**config.mk**
```make
export PLATFORM = sky130hd
export DESIGN_NAME = mux2_rr_arbiter_flat
export DESIGN_NICKNAME = d
export VERILOG_FILES = /design/src/rtl/mux2_rr_arbiter_if.sv /design/src/rtl/mux2_rr_arbiter.sv /design/src/flat_wrapper.sv
export SDC_FILE = /design/constraint.sdc
export NUM_CORES = 1
export LEC_CHECK = 0
export ABC_AREA = 1
export CORE_UTILIZATION = 34
export CTS_BUF_LIST = sky130_fd_sc_hd__clkbuf_8
export DETAILED_ROUTE_END_ITERATION = 8
export GPL_ROUTABILITY_DRIVEN = 0
export PLACE_DENSITY = 0.68
export SETUP_SLACK_MARGIN = 0.02
export SYNTH_ARGS = -nofsm -noshare
export SYNTH_HDL_FRONTEND = slang
export SYNTH_SLANG_ARGS = --single-unit
```
**constraint.sdc**
```tcl
create_clock -name clk -period 1.3 [get_ports clk]
set_input_delay 0.26 -clock clk [delete_from_list [all_inputs] [get_ports clk]]
set_output_delay 0.26 -clock clk [all_outputs]
set_load 0.005 [all_outputs]
```
**src/rtl/mux2_rr_arbiter_if.sv**
```systemverilog
// Handshake bundle between two requesters, the shared-mux consumer and the arbiter.
// The master side drives requests/data/out_ready; the slave side is the arbiter.
interface mux2_rr_arbiter_if #(
  parameter int WIDTH     = 1,
  parameter int MAX_BURST = 4
);
  localparam int CNT_W = $clog2(MAX_BURST) + 1;

  // Valid/ready semantics:
  // - req_X/data_X is held by requester X until ack_X is seen high at a clock edge.
  // - out_data is taken when out_valid & out_ready are both high at a clock edge.
  logic             req_a;
  logic [WIDTH-1:0] data_a;
  logic             ack_a;
  logic             req_b;
  logic [WIDTH-1:0] data_b;
  logic             ack_b;
  logic             sel;
  logic             out_valid;
  logic [WIDTH-1:0] out_data;
  logic             out_ready;
  logic             busy;
  logic [1:0]       state;
  logic [CNT_W-1:0] burst_cnt;

  modport master (
    output req_a, data_a, req_b, data_b, out_ready,
    input  ack_a, ack_b, sel, out_valid, out_data, busy, state, burst_cnt
  );

  modport slave (
    input  req_a, data_a, req_b, data_b, out_ready,
    output ack_a, ack_b, sel, out_valid, out_data, busy, state, burst_cnt
  );
endinterface

```
**src/rtl/mux2_rr_arbiter.sv**
```systemverilog
// Round-robin, burst-limited arbiter that steers A or B through the shared 2:1 mux
// into a one-entry registered output stage.
module mux2_rr_arbiter #(
  parameter int WIDTH     = 1,
  parameter int MAX_BURST = 4
) (
  input  logic              clk,
  input  logic              rst_n,
  mux2_rr_arbiter_if.slave  bus
);
  localparam int CNT_W = $clog2(MAX_BURST) + 1;
  localparam logic [CNT_W-1:0] CNT_LAST = CNT_W'(MAX_BURST - 1);

  localparam logic [1:0] IDLE  = 2'd0;
  localparam logic [1:0] GNT_A = 2'd1;
  localparam logic [1:0] GNT_B = 2'd2;

  logic [1:0]       state_q;
  logic [1:0]       state_d;
  logic [CNT_W-1:0] cnt_q;
  logic [CNT_W-1:0] cnt_d;
  logic             last_q;   // 1 = B was served last, so A wins the next tie
  logic             sel_q;
  logic             out_valid_q;
  logic [WIDTH-1:0] out_data_q;
  logic             space;
  logic             ack_a;
  logic             ack_b;
  logic             burst_end;

  assign space     = ~out_valid_q | bus.out_ready;
  assign ack_a     = (state_q == GNT_A) & bus.req_a & space;
  assign ack_b     = (state_q == GNT_B) & bus.req_b & space;
  assign burst_end = (cnt_q == CNT_LAST);

  always_comb begin
    state_d = state_q;
    cnt_d   = cnt_q;
    case (state_q)
      IDLE: begin
        cnt_d = '0;
        if (bus.req_a && bus.req_b) state_d = last_q ? GNT_A : GNT_B;
        else if (bus.req_a)         state_d = GNT_A;
        else if (bus.req_b)         state_d = GNT_B;
      end
      GNT_A: begin
        if (!bus.req_a) begin
          state_d = bus.req_b ? GNT_B : IDLE;
          cnt_d   = '0;
        end else if (ack_a) begin
          if (burst_end) begin
            cnt_d = '0;
            if (bus.req_b) state_d = GNT_B;
          end else begin
            cnt_d = cnt_q + 1'b1;
          end
        end
      end
      GNT_B: begin
        if (!bus.req_b) begin
          state_d = bus.req_a ? GNT_A : IDLE;
          cnt_d   = '0;
        end else if (ack_b) begin
          if (burst_end) begin
            cnt_d = '0;
            if (bus.req_a) state_d = GNT_A;
          end else begin
            cnt_d = cnt_q + 1'b1;
          end
        end
      end
      default: begin
        state_d = IDLE;
        cnt_d   = '0;
      end
    endcase
  end

  // sel tracks the next state so it flips on the same edge as a direct A<->B switch
  always_ff @(posedge clk or negedge rst_n) begin
    if (!rst_n) begin
      state_q <= IDLE;
      cnt_q   <= '0;
      sel_q   <= 1'b0;
      last_q  <= 1'b1;
    end else begin
      state_q <= state_d;
      cnt_q   <= cnt_d;
      sel_q   <= (state_d == GNT_B);
      if (ack_a)      last_q <= 1'b0;
      else if (ack_b) last_q <= 1'b1;
    end
  end

  always_ff @(posedge clk or negedge rst_n) begin
    if (!rst_n) begin
      out_valid_q <= 1'b0;
      out_data_q  <= '0;
    end else if (ack_a) begin
      out_valid_q <= 1'b1;
      out_data_q  <= bus.data_a;
    end else if (ack_b) begin
      out_valid_q <= 1'b1;
      out_data_q  <= bus.data_b;
    end else if (out_valid_q && bus.out_ready) begin
      out_valid_q <= 1'b0;
    end
  end

  assign bus.ack_a     = ack_a;
  assign bus.ack_b     = ack_b;
  assign bus.sel       = sel_q;
  assign bus.out_valid = out_valid_q;
  assign bus.out_data  = out_data_q;
  assign bus.busy      = (state_q != IDLE);
  assign bus.state     = state_q;
  assign bus.burst_cnt = cnt_q;
endmodule

```
**src/flat_wrapper.sv**
```systemverilog
// flat-port wrapper written by rule: the top's interface ports become plain ports
module mux2_rr_arbiter_flat 
#(
  parameter int WIDTH     = 1,
  parameter int MAX_BURST = 4
)
  (clk, rst_n, bus_req_a, bus_data_a, bus_req_b, bus_data_b, bus_out_ready, bus_ack_a, bus_ack_b, bus_sel, bus_out_valid, bus_out_data, bus_busy, bus_state, bus_burst_cnt);
  mux2_rr_arbiter_if #(.WIDTH(WIDTH), .MAX_BURST(MAX_BURST)) bus_i ();
  input  logic clk;
  input  logic rst_n;
  input wire logic [$bits(bus_i.req_a)-1:0] bus_req_a;
  input wire logic [$bits(bus_i.data_a)-1:0] bus_data_a;
  input wire logic [$bits(bus_i.req_b)-1:0] bus_req_b;
  input wire logic [$bits(bus_i.data_b)-1:0] bus_data_b;
  input wire logic [$bits(bus_i.out_ready)-1:0] bus_out_ready;
  output wire logic [$bits(bus_i.ack_a)-1:0] bus_ack_a;
  output wire logic [$bits(bus_i.ack_b)-1:0] bus_ack_b;
  output wire logic [$bits(bus_i.sel)-1:0] bus_sel;
  output wire logic [$bits(bus_i.out_valid)-1:0] bus_out_valid;
  output wire logic [$bits(bus_i.out_data)-1:0] bus_out_data;
  output wire logic [$bits(bus_i.busy)-1:0] bus_busy;
  output wire logic [$bits(bus_i.state)-1:0] bus_state;
  output wire logic [$bits(bus_i.burst_cnt)-1:0] bus_burst_cnt;
  assign bus_i.req_a = bus_req_a;
  assign bus_i.data_a = bus_data_a;
  assign bus_i.req_b = bus_req_b;
  assign bus_i.data_b = bus_data_b;
  assign bus_i.out_ready = bus_out_ready;
  assign bus_ack_a = bus_i.ack_a;
  assign bus_ack_b = bus_i.ack_b;
  assign bus_sel = bus_i.sel;
  assign bus_out_valid = bus_i.out_valid;
  assign bus_out_data = bus_i.out_data;
  assign bus_busy = bus_i.busy;
  assign bus_state = bus_i.state;
  assign bus_burst_cnt = bus_i.burst_cnt;
  mux2_rr_arbiter #(.WIDTH(WIDTH), .MAX_BURST(MAX_BURST)) u_core (.clk(clk), .rst_n(rst_n), .bus(bus_i));
endmodule
```
==> run summary <==
================================================================================
Max FO, Critical Path .............................................            2
Kind of cell with the highest combined delay on the critical path .   flip-flops
Power share of the combinational group ............................        62.1%
Total of endpoints with negative setup slack in the final report ..           10
Leakage power summed over all cells ...............................     0.603 nW
Int Pwr ...........................................................      1.32 mW
Buffers plus inverters on the worst setup path ....................            4
Vertical die dimension ............................................      43.7 um
Die outline width .................................................      43.7 um
Post-CTS Hold Fix Bufs ............................................            0
Power density normalized to cell area ............................. 1870 nW/um^2
Most common cell after layout, fill and taps aside ................ sky130_fd_sc_hd__buf_4
Warnings from Yosys ...............................................            0
Commonest cells after routing, fill and taps aside ................ sky130_fd_sc_hd__buf_4, sky130_fd_sc_hd__nand2_1, sky130_fd_sc_hd__nor2_1, sky130_fd_sc_hd__inv_1, sky130_fd_sc_hd__buf_6
Antenna violation net count after detailed routing ................            0
Clk Tree Root Cell ................................................ sky130_fd_sc_hd__clkbuf_8
Core Rows .........................................................           14
Cells after synthesis .............................................           81
Aggregate routed wire length ......................................      1.91 mm
Peak per-stage delay on the critical path .........................      0.41 ns
Worst min-delay path class ........................................ input pin to asynchronous set/reset pin
Type of element capturing the critical path .......................  output port
Violations in the final reports ................................... design-rule violations, negative setup slack
Dpl cells .........................................................          129
Clock-pin slew on the worst setup and hold paths ..................      0.05 ns
Placeable core area ...............................................    1560 um^2
Count of clock tree sinks .........................................            9
Reported net switching power ......................................     0.793 mW
Largest vdd supply drop ...........................................    0.00104 V
Remaining DRCs ....................................................            1
Number of hold-slack violations in the final timing report ........            0
Classification of the worst setup path ............................ register to output port
Vias in the first global route ....................................          656
Share of post-route cells with drive strength above 1 .............        52.0%
Final min period ..................................................      1.51 ns
Required time at the endpoint of the critical path ................      1.04 ns
Placed wire-length estimate .......................................      1.29 mm
Part of the total power dissipated in the clock network ...........        15.4%
Portion of total power attributed to sequential cells .............        22.5%
Total via count in the routed design ..............................          686
Mean post-synth cell area .........................................    7.29 um^2
Number of buffers inserted by port buffering ......................           17
Final WS setup ....................................................    -0.209 ns
Worst path cell trace ............................................. buf_6, ha_4, nand2_4, inv_2, nand2_2, inv_2, buf_6
Remaining global-route overflow ...................................            0
Worst setup slack for register-to-register paths ..................     -0.17 ns
Total global routing track utilization ............................        19.6%
CP max-delay cell ................................................. sky130_fd_sc_hd__dfrtp_2
Sequential-to-total area share from yosys stat ....................        38.3%
Total power after layout ..........................................      2.11 mW
Clock insertion delay at the later pin of the skew report .........      0.23 ns
First-pass GRT wire length ........................................      2.66 mm
Area growth syn-to-layout .........................................        91.1%
1st-pass router iterations ........................................            6
Non-Filler Instances ..............................................          143
Clock Path Buffers ................................................            2
Run status ........................................................ finished, violations left
Net count, final ..................................................          140
#FFs+latches synth ................................................            9
DR vias/cell ......................................................         4.80
Die footprint .....................................................    1910 um^2
Number of violations of the max-capacitance limit .................            0
Number of antenna violations at the first check in global routing .            0
Relative slew slack ...............................................        70.3%
Final cell utilization of the core ................................        72.4%
Number of nets produced by synthesis ..............................           93
DRC violation total after the first TritonRoute iteration .........            6
Final count of pins violating max slew ............................            0
Post-synth design cell area .......................................     591 um^2
Share of the clock period used by the worst path after layout .....         116%
CTS tree ..........................................................        built
Unrepaired setup endpoints after global routing ...................          yes
Worst clock skew on the final layout ..............................   0.00109 ns
Upper clock frequency limit .......................................      663 MHz
Effective utilization at floorplan ................................        37.9%
H-tree levels .....................................................            1
Sw Ratio ..........................................................        37.5%
Netlist cell types ................................................           16
Total clock buffers created by CTS ................................            3
Maximum number of pins on one net before global-route repair ......           10
Io pins ...........................................................           18
Antenna cell count ................................................            0
Critical path data arrival time ...................................      1.25 ns
Routed wire length per instance ...................................      13.4 um
Startpoint class of the critical path .............................     register
Slew of the pin with the lowest slew margin .......................     0.444 ns
================================================================================
## kinds of logic (layout without fill, tap and decap cells)
logic type / after synthesis / after routing / synth area share (%)
and+or+nand+nor: 41 / 41 / 30.7
buffers and inverters: 15 / 61 / 9.53
AOI/OAI and AO/OA: 11 / 11 / 10.8
DFF: 9 / 9 / 38.3
adders and majority gates: 5 / 5 / 10.6
## flip-flops by register name, indices dropped and copies added, names as in the netlist
signal                count
u_core.bus.burst_cnt      3
u_core.bus.state          2
u_core.bus.out_data       1
u_core.bus.out_valid      1
u_core.bus.sel            1
u_core.last_q             1
## through the flow
stage / cell area (um^2) / setup TNS (ns) / hold WS [ns] / setup slack [ns]
2_1_floorplan: 612 / -0.0592 / -0.0356 / -0.0303
3_3_place_gp: 915 / -2.68 / 0.491 / -0.473
3_5_place_dp: 915 / -2.79 / 0.500 / -0.479
4_1_cts: 1040 / -1.09 / 0.356 / -0.193
5_1_grt: 1130 / -1.82 / 0.366 / -0.246
6_report: 1130 / -1.26 / 0.339 / -0.209
## per-layer routing
metal  wire [um]  up-vias  track usage (%)
li1            -      345                -
met1         804      323             22.4
met2        1020       15             35.2
met3          69        3             4.17
met4          23        0             7.50
met5           0        -                0
## path summary, 6_finish.rpt
path,from,end,cells past startpoint
min,rst_n,u_core.bus.burst_cnt[0]$_DFFE_PN0P_,1
max,u_core.bus.state[0]$_DFF_PN0_,bus_ack_a,7
min reg2reg,u_core.last_q$_DFFE_PN1P_,u_core.last_q$_DFFE_PN1P_,2
max reg2reg,u_core.bus.state[1]$_DFF_PN0_,u_core.bus.sel$_DFF_PN0_,11
max in group asynchronous,rst_n,u_core.last_q$_DFFE_PN1P_,1
min in group clk,u_core.last_q$_DFFE_PN1P_,u_core.last_q$_DFFE_PN1P_,2
## cell type report
cell class / instances / area (um^2)
clock buffers: 3 / 41.3
clock inverters: 1 / 3.75
fillers: 127 / 430
inverters: 15 / 58.8
multi-input cells: 57 / 422
flip-flops and latches: 9 / 229
well taps: 16 / 20.0
repair buffers: 42 / 354
## synth_stat cells
master / count / area (um^2)
sky130_fd_sc_hd__nand2_2: 3 / 18.8
sky130_fd_sc_hd__o21ai_1: 3 / 15.0
sky130_fd_sc_hd__inv_1: 13 / 48.8
sky130_fd_sc_hd__dfstp_2: 1 / 26.3
sky130_fd_sc_hd__ha_1: 5 / 62.6
sky130_fd_sc_hd__nand2_1: 17 / 63.8
sky130_fd_sc_hd__a21boi_1: 1 / 7.51
sky130_fd_sc_hd__nor2_1: 12 / 45.0
sky130_fd_sc_hd__dfrtp_1: 8 / 200
sky130_fd_sc_hd__a21oi_1: 5 / 25.0
sky130_fd_sc_hd__nand3b_1: 1 / 7.51
sky130_fd_sc_hd__a21oi_2: 1 / 8.76
sky130_fd_sc_hd__nor2_4: 1 / 11.3
sky130_fd_sc_hd__nand3_1: 7 / 35.0
sky130_fd_sc_hd__o21bai_1: 1 / 7.51
sky130_fd_sc_hd__inv_2: 2 / 7.51
## what timing repair did
item | CTS | global route
gates resized for setup | 38 | 21
pin swaps | 13 | 13
endpoints found under the setup margin | 18 | 12
setup buffers | 11 | 4
cloned | 0 | 0
## power by group through the flow
stage          Sequential [mW]  Clock, mW  Combinational [mW]
4_1_cts                  0.475      0.328                1.13
3_5_place_dp             0.473          0                1.00
5_1_grt                  0.481      0.343                1.42
2_1_floorplan            0.496          0               0.413
6_report                 0.476      0.325                1.31
3_3_place_gp             0.472          0               0.981
Power figures use the tool's default switching activity.
